**src/rtl/mem_dispatch_pkg.sv**
```systemverilog
// Shared types and helpers for the two-lane dispatch queue.
package mem_dispatch_pkg;

    // Lane identifier; also the encoding of the last-lane register
    typedef enum logic {
        LANE1 = 1'b0,
        LANE2 = 1'b1
    } lane_sel_t;

    // Occupancy counter width: must represent 0..DEPTH inclusive
    function automatic int unsigned cnt_width(input int unsigned depth);
        return $clog2(depth + 1);
    endfunction

endpackage

```
**src/rtl/dispatch_lane_fifo.sv**
```systemverilog
// One dispatch lane: circular storage with flush and optional fall-through.
module dispatch_lane_fifo
    import mem_dispatch_pkg::*;
#(
    parameter int unsigned DEPTH        = 8,
    parameter bit          FALL_THROUGH = 1'b1,
    parameter type         dtype        = logic [31:0]
) (
    input  logic                          clk_i,
    input  logic                          rst_i,
    input  logic                          flush_i,
    input  logic                          push_i,
    input  dtype                          data_i,
    input  logic                          pop_i,
    output dtype                          data_o,
    output logic                          empty_o,
    output logic                          full_o,
    output logic [cnt_width(DEPTH)-1:0]   count_o
);

    localparam int unsigned PW = $clog2(DEPTH);
    localparam int unsigned CW = cnt_width(DEPTH);

    dtype            r_mem [DEPTH];
    logic [PW-1:0]   r_rd;
    logic [PW-1:0]   r_wr;
    logic [CW-1:0]   r_count;

    logic            w_ft;
    logic            w_ft_take;
    logic            w_pop;
    logic            w_wr;

    // Head presentation, bypass detection and the effective read/write strobes
    always_comb begin
        w_ft      = FALL_THROUGH && (r_count == '0) && push_i;
        w_ft_take = w_ft && pop_i && !flush_i;
        w_pop     = pop_i && !flush_i && (r_count != '0);
        w_wr      = push_i && !w_ft_take;
        empty_o   = (r_count == '0) && !w_ft;
        data_o    = w_ft ? data_i : r_mem[r_rd];
    end

    assign full_o  = (r_count == CW'(DEPTH));
    assign count_o = r_count;

    // Pointer and occupancy bookkeeping; reset and flush both clear the lane
    always_ff @(posedge clk_i) begin
        if (rst_i || flush_i) begin
            r_rd    <= '0;
            r_wr    <= '0;
            r_count <= '0;
        end else begin
            if (w_wr) r_wr <= r_wr + PW'(1);
            if (w_pop) r_rd <= r_rd + PW'(1);
            case ({w_wr, w_pop})
                2'b10:   r_count <= r_count + CW'(1);
                2'b01:   r_count <= r_count - CW'(1);
                default: r_count <= r_count;
            endcase
        end
    end

    // Storage write; contents need no reset since occupancy gates visibility
    always_ff @(posedge clk_i) begin
        if (w_wr) r_mem[r_wr] <= data_i;
    end

endmodule

```
**src/rtl/dual_fifo_dispatch.sv**
```systemverilog
// Round-robin steering of one producer stream across two independent lanes.
module dual_fifo_dispatch
    import mem_dispatch_pkg::*;
#(
    parameter int unsigned DATA_WIDTH   = 32,
    parameter int unsigned DEPTH        = 8,
    parameter bit          FALL_THROUGH = 1'b1,
    parameter type         dtype        = logic [DATA_WIDTH-1:0]
) (
    input  logic                          clk_i,
    input  logic                          rst_i,
    input  dtype                          data_i,
    input  logic                          push_i,
    output logic                          full_o,
    input  logic                          flush_i1,
    input  logic                          flush_i2,
    output dtype                          data_o1,
    input  logic                          pop_i1,
    output logic                          empty_o1,
    output logic                          full_o1,
    output logic [cnt_width(DEPTH)-1:0]   count_o1,
    output dtype                          data_o2,
    input  logic                          pop_i2,
    output logic                          empty_o2,
    output logic                          full_o2,
    output logic [cnt_width(DEPTH)-1:0]   count_o2
);

    lane_sel_t r_last_lane;

    logic      w_avail1;
    logic      w_avail2;
    lane_sel_t w_chosen;
    logic      w_accept;
    logic      w_push1;
    logic      w_push2;

    // Prefer the lane not used last; fall back to the other when unavailable
    always_comb begin
        w_avail1 = !full_o1 && !flush_i1;
        w_avail2 = !full_o2 && !flush_i2;
        if (r_last_lane == LANE2) begin
            w_chosen = w_avail1 ? LANE1 : LANE2;
        end else begin
            w_chosen = w_avail2 ? LANE2 : LANE1;
        end
        full_o   = !w_avail1 && !w_avail2;
        w_accept = push_i && !full_o;
        w_push1  = w_accept && (w_chosen == LANE1);
        w_push2  = w_accept && (w_chosen == LANE2);
    end

    // Remember which lane took the last accepted word
    always_ff @(posedge clk_i) begin
        if (rst_i) begin
            r_last_lane <= LANE2;
        end else if (w_accept) begin
            r_last_lane <= w_chosen;
        end
    end

    dispatch_lane_fifo #(
        .DEPTH        (DEPTH),
        .FALL_THROUGH (FALL_THROUGH),
        .dtype        (dtype)
    ) u_lane1 (
        .clk_i   (clk_i),
        .rst_i   (rst_i),
        .flush_i (flush_i1),
        .push_i  (w_push1),
        .data_i  (data_i),
        .pop_i   (pop_i1),
        .data_o  (data_o1),
        .empty_o (empty_o1),
        .full_o  (full_o1),
        .count_o (count_o1)
    );

    dispatch_lane_fifo #(
        .DEPTH        (DEPTH),
        .FALL_THROUGH (FALL_THROUGH),
        .dtype        (dtype)
    ) u_lane2 (
        .clk_i   (clk_i),
        .rst_i   (rst_i),
        .flush_i (flush_i2),
        .push_i  (w_push2),
        .data_i  (data_i),
        .pop_i   (pop_i2),
        .data_o  (data_o2),
        .empty_o (empty_o2),
        .full_o  (full_o2),
        .count_o (count_o2)
    );

endmodule

```
**config.mk**
```make
export PLATFORM = sky130hd
export DESIGN_NAME = dual_fifo_dispatch
export DESIGN_NICKNAME = d
export VERILOG_FILES = /design/src/rtl/mem_dispatch_pkg.sv /design/src/rtl/dispatch_lane_fifo.sv /design/src/rtl/dual_fifo_dispatch.sv
export SDC_FILE = /design/constraint.sdc
export NUM_CORES = 1
export LEC_CHECK = 0
export BUFFER_PORTS_ARGS = -buffer_cell sky130_fd_sc_hd__buf_2
export CAP_MARGIN = 20
export CORE_MARGIN = 2
export CORE_UTILIZATION = 60
export DETAILED_ROUTE_END_ITERATION = 7
export GPL_ROUTABILITY_DRIVEN = 0
export PLACE_DENSITY = 0.87
export SYNTH_ARGS = -nofsm -noshare
export SYNTH_HDL_FRONTEND = slang
export SYNTH_SLANG_ARGS = --single-unit
```
**constraint.sdc**
```tcl
create_clock -name clk_i -period 10.45 [get_ports clk_i]
set_input_delay 0 -clock clk_i [delete_from_list [all_inputs] [get_ports clk_i]]
set_output_delay 0 -clock clk_i [all_outputs]
set_load 0.01 [all_outputs]
```
==> reports/qor.yml, run 1 <==
outcome:
  status: "finished clean"
place:
  post_dp_cell_area_sq_um: 22700
  dp_hpwl_mm: 23.0
  portBuffers: 115
  place_inst: 1534
  pre_cts_ws_ns: 7.06
critical_path:
  rr_startpoint: "u_lane1.count_o[0]"
  cp_max_fo: 9
  crit_type: "reg -> reg"
  worstRegToRegCells: 10
  r2r-end: "u_lane2.count_o[2]"
  r2r_setup_slack_ns: 7.00
  required_ns: 10.93
  critPathTopFamily: "simple AND/OR/NAND/NOR gates"
  arrival_ns: 3.93
  critPathMaxStageDelay_ns: 0.61
  path_cells: "or4b_4, a2111oi_4, nand2_1, ha_1, xor2_1, ha_1, a21oi_1, xor2_1, or3_1, a21oi_1"
  startpoint_type: "flip-flop"
  path_buf_inv: 0
  crit_slowest_cell: "or4b_4"
  critPathCaptureType: "flip-flop"
synthesis:
  avgSynthCellArea_sq_um: 21.8
  yosysUniqueCellTypes: 43
  ys.flop_type: "edfxtp_1"
  synth_area_sq_um: 21500
  netlist_top_cells_area: "edfxtp_1, mux4_2, mux2_2"
  syn-num-nets: 1036
  synth_common_cells: "edfxtp_1, mux4_2, mux2_2"
  synth-edff-count: 512
  synth_seq_cells: 539
  yosysSeqAreaShare_pct: 74.0
  synth_top_cell_by_area: "edfxtp_1"
  yosysWarnings: 0
  synth_top_area_share_pct: 71.5
  synthArstFlopShare_pct: 0
  synth_cells: 987
  yosys.cell_count.top_type: "edfxtp_1"
sta:
  setup_ws_ns: 7.00
  whs_ns: 0.0257
  setup_viol: 0
  report.final.slew_viol_count: 0
  skew_ns: 0.0158
  slew_headroom_pct: 29.6
  finalSetupTns_ns: 0
  fmax_mhz: 290
  worst_pin_slew_ns: 1.05
  final.period_utilization_pct: 33.0
  period_minus_slack_ns: 3.45
  finalHoldViolCount: 0
  rsz0062_at_grt: "no"
drt:
  vias: 10500
  ant_nets: 0
  detail_route.wl_per_cell_um: 26.4
  drt-total-wl_mm: 44.2
  first_iter_violations: 844
  vias_per_cell: 6.29
  dr.pass1.iters: 5
  drc: 0
finish:
  final_nets: 1221
  stdcell_count: 1673
  seq_area_sq_um: 15900
  num-fill-cells: 2026
  diodes: 0
  drive_gt1_share_pct: 40.7
  multi_input_area_sq_um: 5460
  synthToLayoutAreaGrowth_pct: 15.0
  finalInstanceArea_sq_um: 24800
  finish.utilization_pct: 69.8
floorplanning:
  die_h_um: 193
  start_util_pct: 60.6
  dieWidth_um: 193
  die_area_sq_um: 37400
  pin_count: 116
  design.core.area_sq_um: 35500
  fp-row-count: 69
clocking:
  clk_pin_slew_worst_paths_ns: 0.06
  cts_sinks: 539
  numCtsBuffers: 51
  cts_root_buf: "clkbuf_16"
  htreeDepth: 2
  clock_latency_ns: 0.56
  cts_setup_buffers: 0
  clockBufferDepth: 3
  cts_tree: "done"
pwr:
  p_leak_nw: 8.06
  peakVddDrop_v: 0.000119
  powerDensity_nw_per_um2: 171
  p_total_mw: 4.23
min_path:
  worstHoldPathCells: 5
  min_path_type: "in -> reg"
  min-delay-start: "pop_i2"
global_route:
  grt_pass1_vias: 11000
  grt_usage_pct: 23.3
  grt_max_degree: 65
  grt_first_pass_wirelength_mm: 65.9
  grt_overflow_total: 0
  antenna_found_initial: 0
job:
  max-cap-violations: 0
-- worst max path at each step --
stage / from / slack, ns / endpoint / cells after the start
after floorplan: u_lane1.count_o[1] / 5.09 / u_lane2.r_mem[0][0] / 5
final: u_lane1.count_o[0] / 7.00 / u_lane2.count_o[2] / 10
after detailed placement: u_lane1.count_o[0] / 7.06 / u_lane2.count_o[2] / 10
after CTS: flip-flop / 6.95 / data_o2[31] / 5
after global placement: u_lane1.count_o[0] / 7.17 / u_lane2.count_o[2] / 10
after global routing: u_lane1.count_o[0] / 6.80 / u_lane2.count_o[2] / 10
-- state kept, by name, indices dropped and copies added (netlist names), named ones only --
name	cells
u_lane2.count_o	4
u_lane2.r_mem	256
u_lane2.r_rd	3
u_lane2.r_wr	3
u_lane1.r_wr	3
u_lane1.r_rd	3
u_lane1.r_mem	256
u_lane1.count_o	4
r_last_lane	1
-- report_power, final --
part | internal, mW | switching, mW
Sequential | 2.37 | 0.00531
Combinational | 0.0729 | 0.0913
Clock | 0.923 | 0.758
Total | 3.37 | 0.855
-- timing repair --
action / 4_1_cts / 5_1_grt
gates resized for setup: 0 / 0
hold buffers: 40 / 0
endpoints found under the hold margin: 538 / 0
-- worst min-delay path: cells and delay by family --
| kind | cells | cell delay [ns] |
|---|---|---|
| AND/OR/NAND/NOR | 3 | 0.37 |
| buffers and inverters | 1 | 0.10 |
| XOR/XNOR | 1 | 0.06 |
-- layout by cell type (no fill, tap or decap), types with 10 or more instances in the layout --
cell / netlist / layout
buf_2: 16 / 115
clkinv_1: 0 / 11
dfxtp_1: 27 / 21
edfxtp_1: 512 / 512
ha_1: 10 / 10
nand2_1: 17 / 16
nor2_1: 28 / 22
clkbuf_16: 0 / 51
clkinv_2: 0 / 13
mux4_2: 128 / 128
dlygate4sd3_1: 0 / 40
clkbuf_1: 26 / 13
buf_4: 0 / 19
mux2_2: 97 / 97
mux2_4: 30 / 30
-- kinds of logic (layout without fill, tap and decap cells) --
group / after synthesis / in the layout / share of synthesized area (%)
flops: 539 / 539 / 74.0
buf+inv: 52 / 277 / 1.10
mux: 265 / 265 / 21.0
compound gates: 21 / 21 / 0.756
xor+xnor: 10 / 10 / 0.407
fa+ha+maj: 10 / 10 / 0.582
simple gates: 90 / 90 / 2.13
-- layout make-up --
class	instances	share of cell area (%)
clock buffer	64	5.35
tap	461	2.33
timing repair buffer	180	5.16
inverter	4	0.0607
sequential	539	64.4
clock inverter	29	0.682
multi-input combinational	396	22.1
-- layer usage --
| metal | track usage (%) | wire [um] |
|---|---|---|
| met1 | 31.9 | 17900 |
| met5 | 0 | 0 |
| met2 | 39.4 | 23000 |
| met3 | 3.57 | 2460 |
| met4 | 7.04 | 885 |
Power figures use the tool's default switching activity.
==> run 2, diff against run 1 <==
==> constraint.sdc (replaced) <==
create_clock -name clk_i -period 3.6 [get_ports clk_i]
set_input_delay 0 -clock clk_i [delete_from_list [all_inputs] [get_ports clk_i]]
set_output_delay 0 -clock clk_i [all_outputs]
set_load 0.01 [all_outputs]
==> run 2 against run 1 <==
  * Register-to-register slack worse by 6.6 ns
  * Global-route usage up 2.3 points
  * Total power rose to 3.0 times the previous value
  * Flip-flop and latch count unchanged
  * Non-clock buffer count up 9
  * Critical endpoint is now data_o1[23]
  * Cell area up 0.54%
  * Hold slack better by 0.35 ns
  * Clock power rose to 3.0 times the previous value
  * Routed wire length up 6.1%
  * Critical path type is now reg -> out
  * Final cell count up 0.54%
  * Sequential power rose to 2.9 times the previous value
  * Die area unchanged
  * Largest cell class unchanged
==> reports/qor.yml, run 2 (synthesized netlist as in run 1, its figures left out) <==
critical_path:
  path_buf_inv: 2  # was 0
  crit_slowest_cell: "or4b_4"  # unchanged
  path_cells: "or4b_4, o311a_1, nand2_2, buf_4, mux2_2, buf_2"  # was or4b_4, a2111oi_4, nand2_1, ha_1, xor2_1, ha_1, a21oi_1, xor2_1, or3_1, a21oi_1
  critPathTopFamily: "simple AND/OR/NAND/NOR gates"  # unchanged
  startpoint: "u_lane1.count_o[0]"  # unchanged
  critPathMaxStageDelay_ns: 0.61  # about the same
  startpoint_type: "flip-flop"  # unchanged
  required_ns: 3.60  # was 10.93 ns
  critPathCaptureType: "output port"  # was flip-flop
  rr_startpoint: "u_lane1.count_o[0]"  # unchanged
  arrival_ns: 3.34  # was 3.93 ns
  cp_max_fo: 19  # was 9
  crit_type: "reg -> out"  # was reg -> reg
floorplanning:
  die_h_um: 193  # unchanged
  pin_count: 116  # unchanged
  dieWidth_um: 193  # unchanged
  start_util_pct: 60.6  # unchanged
  fp-row-count: 69  # unchanged
  die_area_sq_um: 37400  # unchanged
  design.core.area_sq_um: 35500  # unchanged
pwr:
  switching_share_pct: 20.1  # was 20.2%
  pwr-share-seq_pct: 55.2  # was 56.3%
  powerDensity_nw_per_um2: 503  # was 171 nW/um^2
  pwr-share-comb_pct: 3.9  # about the same
  clkPwrFrac_pct: 40.9  # was 39.8%
  peakVddDrop_v: 0.000390  # was 0.000119 V
  p_sw_mw: 2.51  # was 855 uW
  p_total_mw: 12.5  # was 4.23 mW
  p_leak_nw: 8.10  # was 8.06 nW
  intPower_mw: 10.0  # was 3.37 mW
sta:
  skew_ns: 0.0179  # was 0.0158 ns
  whs_ns: 0.375  # was 0.0257 ns
  final.period_utilization_pct: 92.6
  report.final.slew_viol_count: 0  # unchanged
  setup_ws_ns: 0.265  # was 7.00 ns
  finalHoldViolCount: 0  # unchanged
  finalSetupTns_ns: 0  # unchanged
  fmax_mhz: 300
  rsz0062_at_grt: "no"  # unchanged
  setup_viol: 0  # unchanged
  period_minus_slack_ns: 3.34
  slew_headroom_pct: 28.8  # was 29.6%
  worst_pin_slew_ns: 1.07  # was 1.05 ns
clocking:
  clk_pin_slew_worst_paths_ns: 0.06  # about the same
  cts_resized: 0  # unchanged
  cts_tree: "done"  # unchanged
  cts_hold_buf: 43  # was 40
  cts_root_buf: "clkbuf_16"  # unchanged
  cts_setup_buffers: 0  # unchanged
  numCtsBuffers: 50  # was 51
  clockBufferDepth: 3  # unchanged
  htreeDepth: 2  # unchanged
  cts_sinks: 539  # unchanged
  clock_latency_ns: 0.56  # about the same
place:
  post_dp_cell_area_sq_um: 22900  # was 22700 sq um
  dp_hpwl_mm: 24.2  # was 23.0 mm
  place_inst: 1546  # was 1534
  pre_cts_ws_ns: 0.510  # was 7.06 ns
  portBuffers: 115  # unchanged
drt:
  ant_nets: 0  # unchanged
  first_iter_violations: 1057  # was 844
  drc: 0  # unchanged
  vias_per_cell: 6.44  # was 6.29
  drt-total-wl_mm: 46.9  # was 44.2 mm
  vias: 10800  # was 10500
  detail_route.wl_per_cell_um: 27.9  # was 26.4 um
  dr.pass1.iters: 7  # was 5
finish:
  finalInstanceArea_sq_um: 24900  # was 24800 sq um
  drive_gt1_share_pct: 40.8  # was 40.7%
  stdcell_count: 1682  # was 1673
  synthToLayoutAreaGrowth_pct: 15.7  # was 15.0%
  multi_input_area_sq_um: 5510  # was 5460 sq um
  num-fill-cells: 1997  # was 2026
  diodes: 0  # unchanged
  finish.utilization_pct: 70.1  # was 69.8%
  seq_area_sq_um: 15900  # unchanged
  layout_common_cells: "edfxtp_1, mux4_2, buf_2"  # unchanged
  final_nets: 1229  # was 1221
  top_regs: "u_lane1.r_mem x256, u_lane2.r_mem x256"  # unchanged
  final_common_cell: "edfxtp_1"  # unchanged
global_route:
  grt_usage_pct: 25.6  # was 23.3%
  grt_max_degree: 65  # unchanged
  grt_overflow_total: 0  # unchanged
  grt_first_pass_wirelength_mm: 72.0  # was 65.9 mm
  antenna_found_initial: 0  # unchanged
  grt_pass1_vias: 11500  # was 11000
outcome:
  status: "finished clean"  # unchanged
min_path:
  min_path_type: "in -> reg"  # unchanged
  min-delay-start: "rst_i"  # was pop_i2
job:
  max-cap-violations: 0  # unchanged
-- run 2: changes by cell type in the layout (fill, tap and decap cells not counted), sizes merged --
cell	delta
buf	+6
bufinv	+2
clkbuf	+3
clkinv	-2
clkinvlp	-1
dlygate4sd3	+3
inv	-2
-- run 2: worst paths after layout --
path	endpoint	slack (ns)	depth (start not counted)
hold / removal	u_lane2.count_o[3]	0.37	4
hold reg to reg	u_lane2.count_o[3]	0.53	2
setup / recovery	data_o1[23]	0.26	6
setup reg to reg	u_lane2.count_o[2]	0.44	10
-- run 2: power by group through the flow --
stage | Sequential (mW) | Combinational [mW] | Clock, mW
6_report | 6.91 | 0.494 | 5.12
4_1_cts | 6.91 | 0.493 | 5.19
5_1_grt | 6.91 | 0.529 | 5.41
2_1_floorplan | 7.04 | 0.233 | 0
3_5_place_dp | 7.04 | 0.446 | 0
3_3_place_gp | 7.04 | 0.432 | 0
-- run 2: worst reg2reg max path, cell delays in order (launching register included) --
cell,delay [ns]
dfxtp_1,0.39
or4b_4,0.61
a2111oi_4,0.51
nand2_1,0.15
ha_1,0.31
xor2_1,0.18
ha_1,0.20
a21oi_1,0.14
xor2_1,0.10
or3_1,0.32
a21oi_1,0.16
-- run 2: per-layer routing --
layer | GRT usage (%) | vias up | routed length [um]
li1 | - | 4489 | -
met4 | 8.37 | 0 | 1240
met2 | 44.4 | 585 | 25000
met3 | 3.77 | 92 | 3230
met1 | 33.7 | 5666 | 17500
met5 | 0 | - | 0
-- run 2: area by class of cell --
class / instances / area share (%)
clock inverters: 26 / 0.799
well taps: 461 / 2.32
clock buffers: 67 / 5.54
multi-input cells: 396 / 22.1
flip-flops and latches: 539 / 64.0
inverters: 4 / 0.0603
repair buffers: 189 / 5.13
==> run 3, diff against run 2 <==
--- a/config.mk
+++ b/config.mk
@@ -11,7 +11,8 @@
 export CORE_UTILIZATION = 60
 export DETAILED_ROUTE_END_ITERATION = 7
 export GPL_ROUTABILITY_DRIVEN = 0
-export PLACE_DENSITY = 0.87
+export PLACE_DENSITY = 0.88
 export SYNTH_ARGS = -nofsm -noshare
 export SYNTH_HDL_FRONTEND = slang
+export SYNTH_HIERARCHICAL = 1
 export SYNTH_SLANG_ARGS = --single-unit
==> run 3 against run 2 <==
  * Maximum frequency rose by 4.8%
  * Cell area fell by 1.4%
  * Count of clock-buffer cells in the layout fell by 5
  * Setup slack improved by 0.15 ns
  * Global-route usage rose by 1.3 points
  * Area after synthesis fell by 1.2%
  * Via count rose by 3.4%
  * Clock skew rose by 0.0022 ns
  * Sequential share of layout area rose by 0.88 points
  * Routed wire length rose by 2.2%
  * Final cell count rose by 3.7%
  * Critical path depth rose by 2
==> reports/qor.yml, run 3 <==
critical_path:
  startpoint: "u_lane1/count_o[1]"  # was u_lane1.count_o[0]
  path_buf_inv: 3  # was 2
  worstRegToRegCells: 7  # was 10
  crit_top_cell: "buf_4"
  r2r_setup_slack_ns: 0.51  # was 0.44 ns
  crit_slowest_cell: "a2111oi_2"  # was or4b_4
  critPathMaxStageDelay_ns: 0.53  # was 0.61 ns
  rr_startpoint: "u_lane1/count_o[1]"  # was u_lane1.count_o[0]
  r2r-end: "u_lane2/r_mem[0][14]"  # was u_lane2.count_o[2]
  startpoint_type: "flip-flop"  # unchanged
  crit_type: "reg -> out"  # unchanged
  critPathCaptureType: "output port"  # unchanged
  path_cells: "nor4b_2, nor2_1, a2111oi_2, buf_4, nand2_2, buf_4, a21oi_1, buf_2"  # was or4b_4, o311a_1, nand2_2, buf_4, mux2_2, buf_2
  critPathTopFamily: "compound AO/OA/AOI/OAI gates"  # was simple AND/OR/NAND/NOR gates
  required_ns: 3.60  # about the same
  cp_max_fo: 34  # was 19
  arrival_ns: 3.18  # was 3.34 ns
global_route:
  use_met1_pct: 35.3  # was 33.7%
  use_met2_pct: 46.5  # was 44.4%
  grt_first_pass_wirelength_mm: 71.5  # was 72.0 mm
  antenna_found_initial: 0  # unchanged
  busiest_layer: "met2"  # unchanged
  grt_overflow_total: 0  # unchanged
  grt_use_met3_pct: 4.88  # was 3.77%
  grt_usage_pct: 26.8  # was 25.6%
  grt_max_degree: 37  # was 65
  grt_pass1_vias: 11400  # was 11500
floorplanning:
  dieWidth_um: 192  # was 193 um
  design.core.area_sq_um: 34700  # was 35500 sq um
  die_h_um: 192  # was 193 um
  pin_count: 116  # unchanged
  start_util_pct: 61.2  # was 60.6%
  fp-row-count: 68  # was 69
  die_area_sq_um: 36900  # was 37400 sq um
clocking:
  htreeDepth: 2  # unchanged
  numCtsBuffers: 50  # unchanged
  cts_sinks: 539  # unchanged
  clock_latency_ns: 0.56  # about the same
  cts_tree: "done"  # unchanged
  cts_setup_buffers: 0  # unchanged
  clockBufferDepth: 3  # unchanged
  clk_pin_slew_worst_paths_ns: 0.06  # about the same
  cts_root_buf: "clkbuf_16"  # unchanged
pwr:
  clkPwrFrac_pct: 39.8  # was 40.9%
  p_leak_nw: 7.75  # was 8.10 nW
  peakVddDrop_v: 0.000402  # was 0.000390 V
  pwr-share-seq_pct: 56.2  # was 55.2%
  intPower_mw: 9.80  # was 10.0 mW
  p_sw_mw: 2.50  # was 2.51 mW
  p_total_mw: 12.3  # was 12.5 mW
  switching_share_pct: 20.3  # was 20.1%
  pwr-share-comb_pct: 4.0  # was 3.9%
  powerDensity_nw_per_um2: 501  # was 503 nW/um^2
finish:
  diodes: 0  # unchanged
  finalInstanceArea_sq_um: 24500  # was 24900 sq um
  finish.utilization_pct: 70.7  # was 70.1%
  layout_common_cells: "edfxtp_1, mux4_2, buf_2"  # unchanged
  synthToLayoutAreaGrowth_pct: 15.5  # was 15.7%
  stdcell_count: 1744  # was 1682
  num-fill-cells: 2037  # was 1997
  drive_gt1_share_pct: 30.3  # was 40.8%
  final_nets: 1302  # was 1229
  top_regs: "u_lane1/r_mem x256, u_lane2/r_mem x256"  # was u_lane1.r_mem x256, u_lane2.r_mem x256
  final_common_cell: "edfxtp_1"  # unchanged
outcome:
  status: "finished clean"  # unchanged
sta:
  setup_ws_ns: 0.418  # was 0.265 ns
  fmax_mhz: 314  # was 300 MHz
  final.period_utilization_pct: 88.4  # was 92.6%
  setup_viol: 0  # unchanged
  report.final.slew_viol_count: 0  # unchanged
  finalSetupTns_ns: 0  # unchanged
  period_minus_slack_ns: 3.18  # was 3.34 ns
  rsz0062_at_grt: "no"  # unchanged
  slew_headroom_pct: 29.1  # was 28.8%
  worst_pin_slew_ns: 1.06  # was 1.07 ns
  whs_ns: 0.317  # was 0.375 ns
  skew_ns: 0.0201  # was 0.0179 ns
  finalHoldViolCount: 0  # unchanged
place:
  dp_hpwl_mm: 27.3  # was 24.2 mm
  post_dp_cell_area_sq_um: 22600  # was 22900 sq um
  pre_cts_ws_ns: 0.384  # was 0.510 ns
  place_inst: 1615  # was 1546
  portBuffers: 115  # unchanged
min_path:
  worstHoldPathCells: 5  # was 4
  min-delay-start: "rst_i"  # unchanged
  worstHoldEndpoint: "u_lane1/count_o[3]"  # was u_lane2.count_o[3]
  min_path_type: "in -> reg"  # unchanged
synthesis:
  yosysUniqueCellTypes: 38  # was 43
  synth_cells: 1059  # was 987
  synth_top_area_share_pct: 72.3  # was 71.5%
  synth_area_sq_um: 21300  # was 21500 sq um
  ys.flop_type: "edfxtp_1"  # unchanged
  netlist_top_cells_area: "edfxtp_1, mux4_2, mux2i_1"  # was edfxtp_1, mux4_2, mux2_2
  yosysWarnings: 6  # was 0
  synthArstFlopShare_pct: 0  # unchanged
  syn-num-nets: 1108  # was 1036
  avgSynthCellArea_sq_um: 20.1  # was 21.8 sq um
  synth-edff-count: 512  # unchanged
  synth_seq_cells: 539  # unchanged
  yosysSeqAreaShare_pct: 74.9  # was 74.0%
  synth_top_cell_by_area: "edfxtp_1"  # unchanged
  yosys.cell_count.top_type: "edfxtp_1"  # unchanged
  synth_common_cells: "edfxtp_1, mux4_2, nor2_1"  # was edfxtp_1, mux4_2, mux2_2
job:
  max-cap-violations: 0  # unchanged
drt:
  first_iter_violations: 1017  # was 1057
  vias: 11200  # was 10800
  detail_route.wl_per_cell_um: 27.5  # was 27.9 um
  drt-total-wl_mm: 48.0  # was 46.9 mm
  vias_per_cell: 6.42  # was 6.44
  drc: 0  # unchanged
  ant_nets: 0  # unchanged
  dr.pass1.iters: 7  # unchanged
==> run 3: area by class of cell <==
type	count	area, sq um	area share, %
Clock buffer	62	1320	5.37
Inverter	1	3.75	0.0153
Timing Repair Buffer	198	1350	5.50
Tap cell	455	569	2.32
Sequential cell	539	15900	64.9
Clock inverter	26	174	0.708
Multi-Input combinational cell	463	5200	21.2
==> run 3: kinds of logic (layout without fill, tap and decap cells) <==
group                    Yosys count  count (layout)  share of synthesized area, %
flip-flops                       539             539                          74.9
AND/OR/NAND/NOR                  159             159                          3.44
AO/OA/AOI/OAI                     84              84                          2.33
multiplexers                     196             196                          16.8
adder cells (fa/ha/maj)           10              10                         0.589
buffers and inverters             57             287                          1.42
XOR/XNOR                          14              14                         0.577
==> run 3: worst max path at each step <==
stage                     endpoint  slack, ns  cells after the start
5_1_grt                data_o2[25]       0.17                      8
3_5_place_dp    u_lane2/count_o[2]       0.38                     11
3_3_place_gp    u_lane2/count_o[2]       0.49                     11
6_report               data_o2[10]       0.42                      8
4_1_cts                data_o2[10]       0.22                      8
2_1_floorplan  u_lane2/r_mem[0][0]      -0.62                      7
==> run 3: power by group through the flow <==
stage	Combinational (mW)	Sequential (mW)	Clock, mW
floorplan	0.207	7.04	0
global placement	0.426	7.04	0
detailed placement	0.447	7.04	0
CTS	0.488	6.91	4.96
global route	0.532	6.91	5.18
finish	0.487	6.91	4.90
==> run 3: repair_timing <==
action,in CTS,in global routing
setup endpoints to repair,0,3
hold buffers,41,0
resized for setup,0,1
hold endpoints to repair,539,0
==> run 3: tightest hold or removal path: stages <==
cell           delay (ns)
dlygate4sd3_1        0.52
buf_2                0.15
nor2_1               0.05
nand2_1              0.06
o41ai_1              0.06
==> run 3: metal layers <==
metal / vias to the layer above / part of all wire (%)
li1: 4698 / -
met3: 101 / 6.7
met5: - / 0
met2: 563 / 53
met1: 5841 / 37
met4: 0 / 2.6
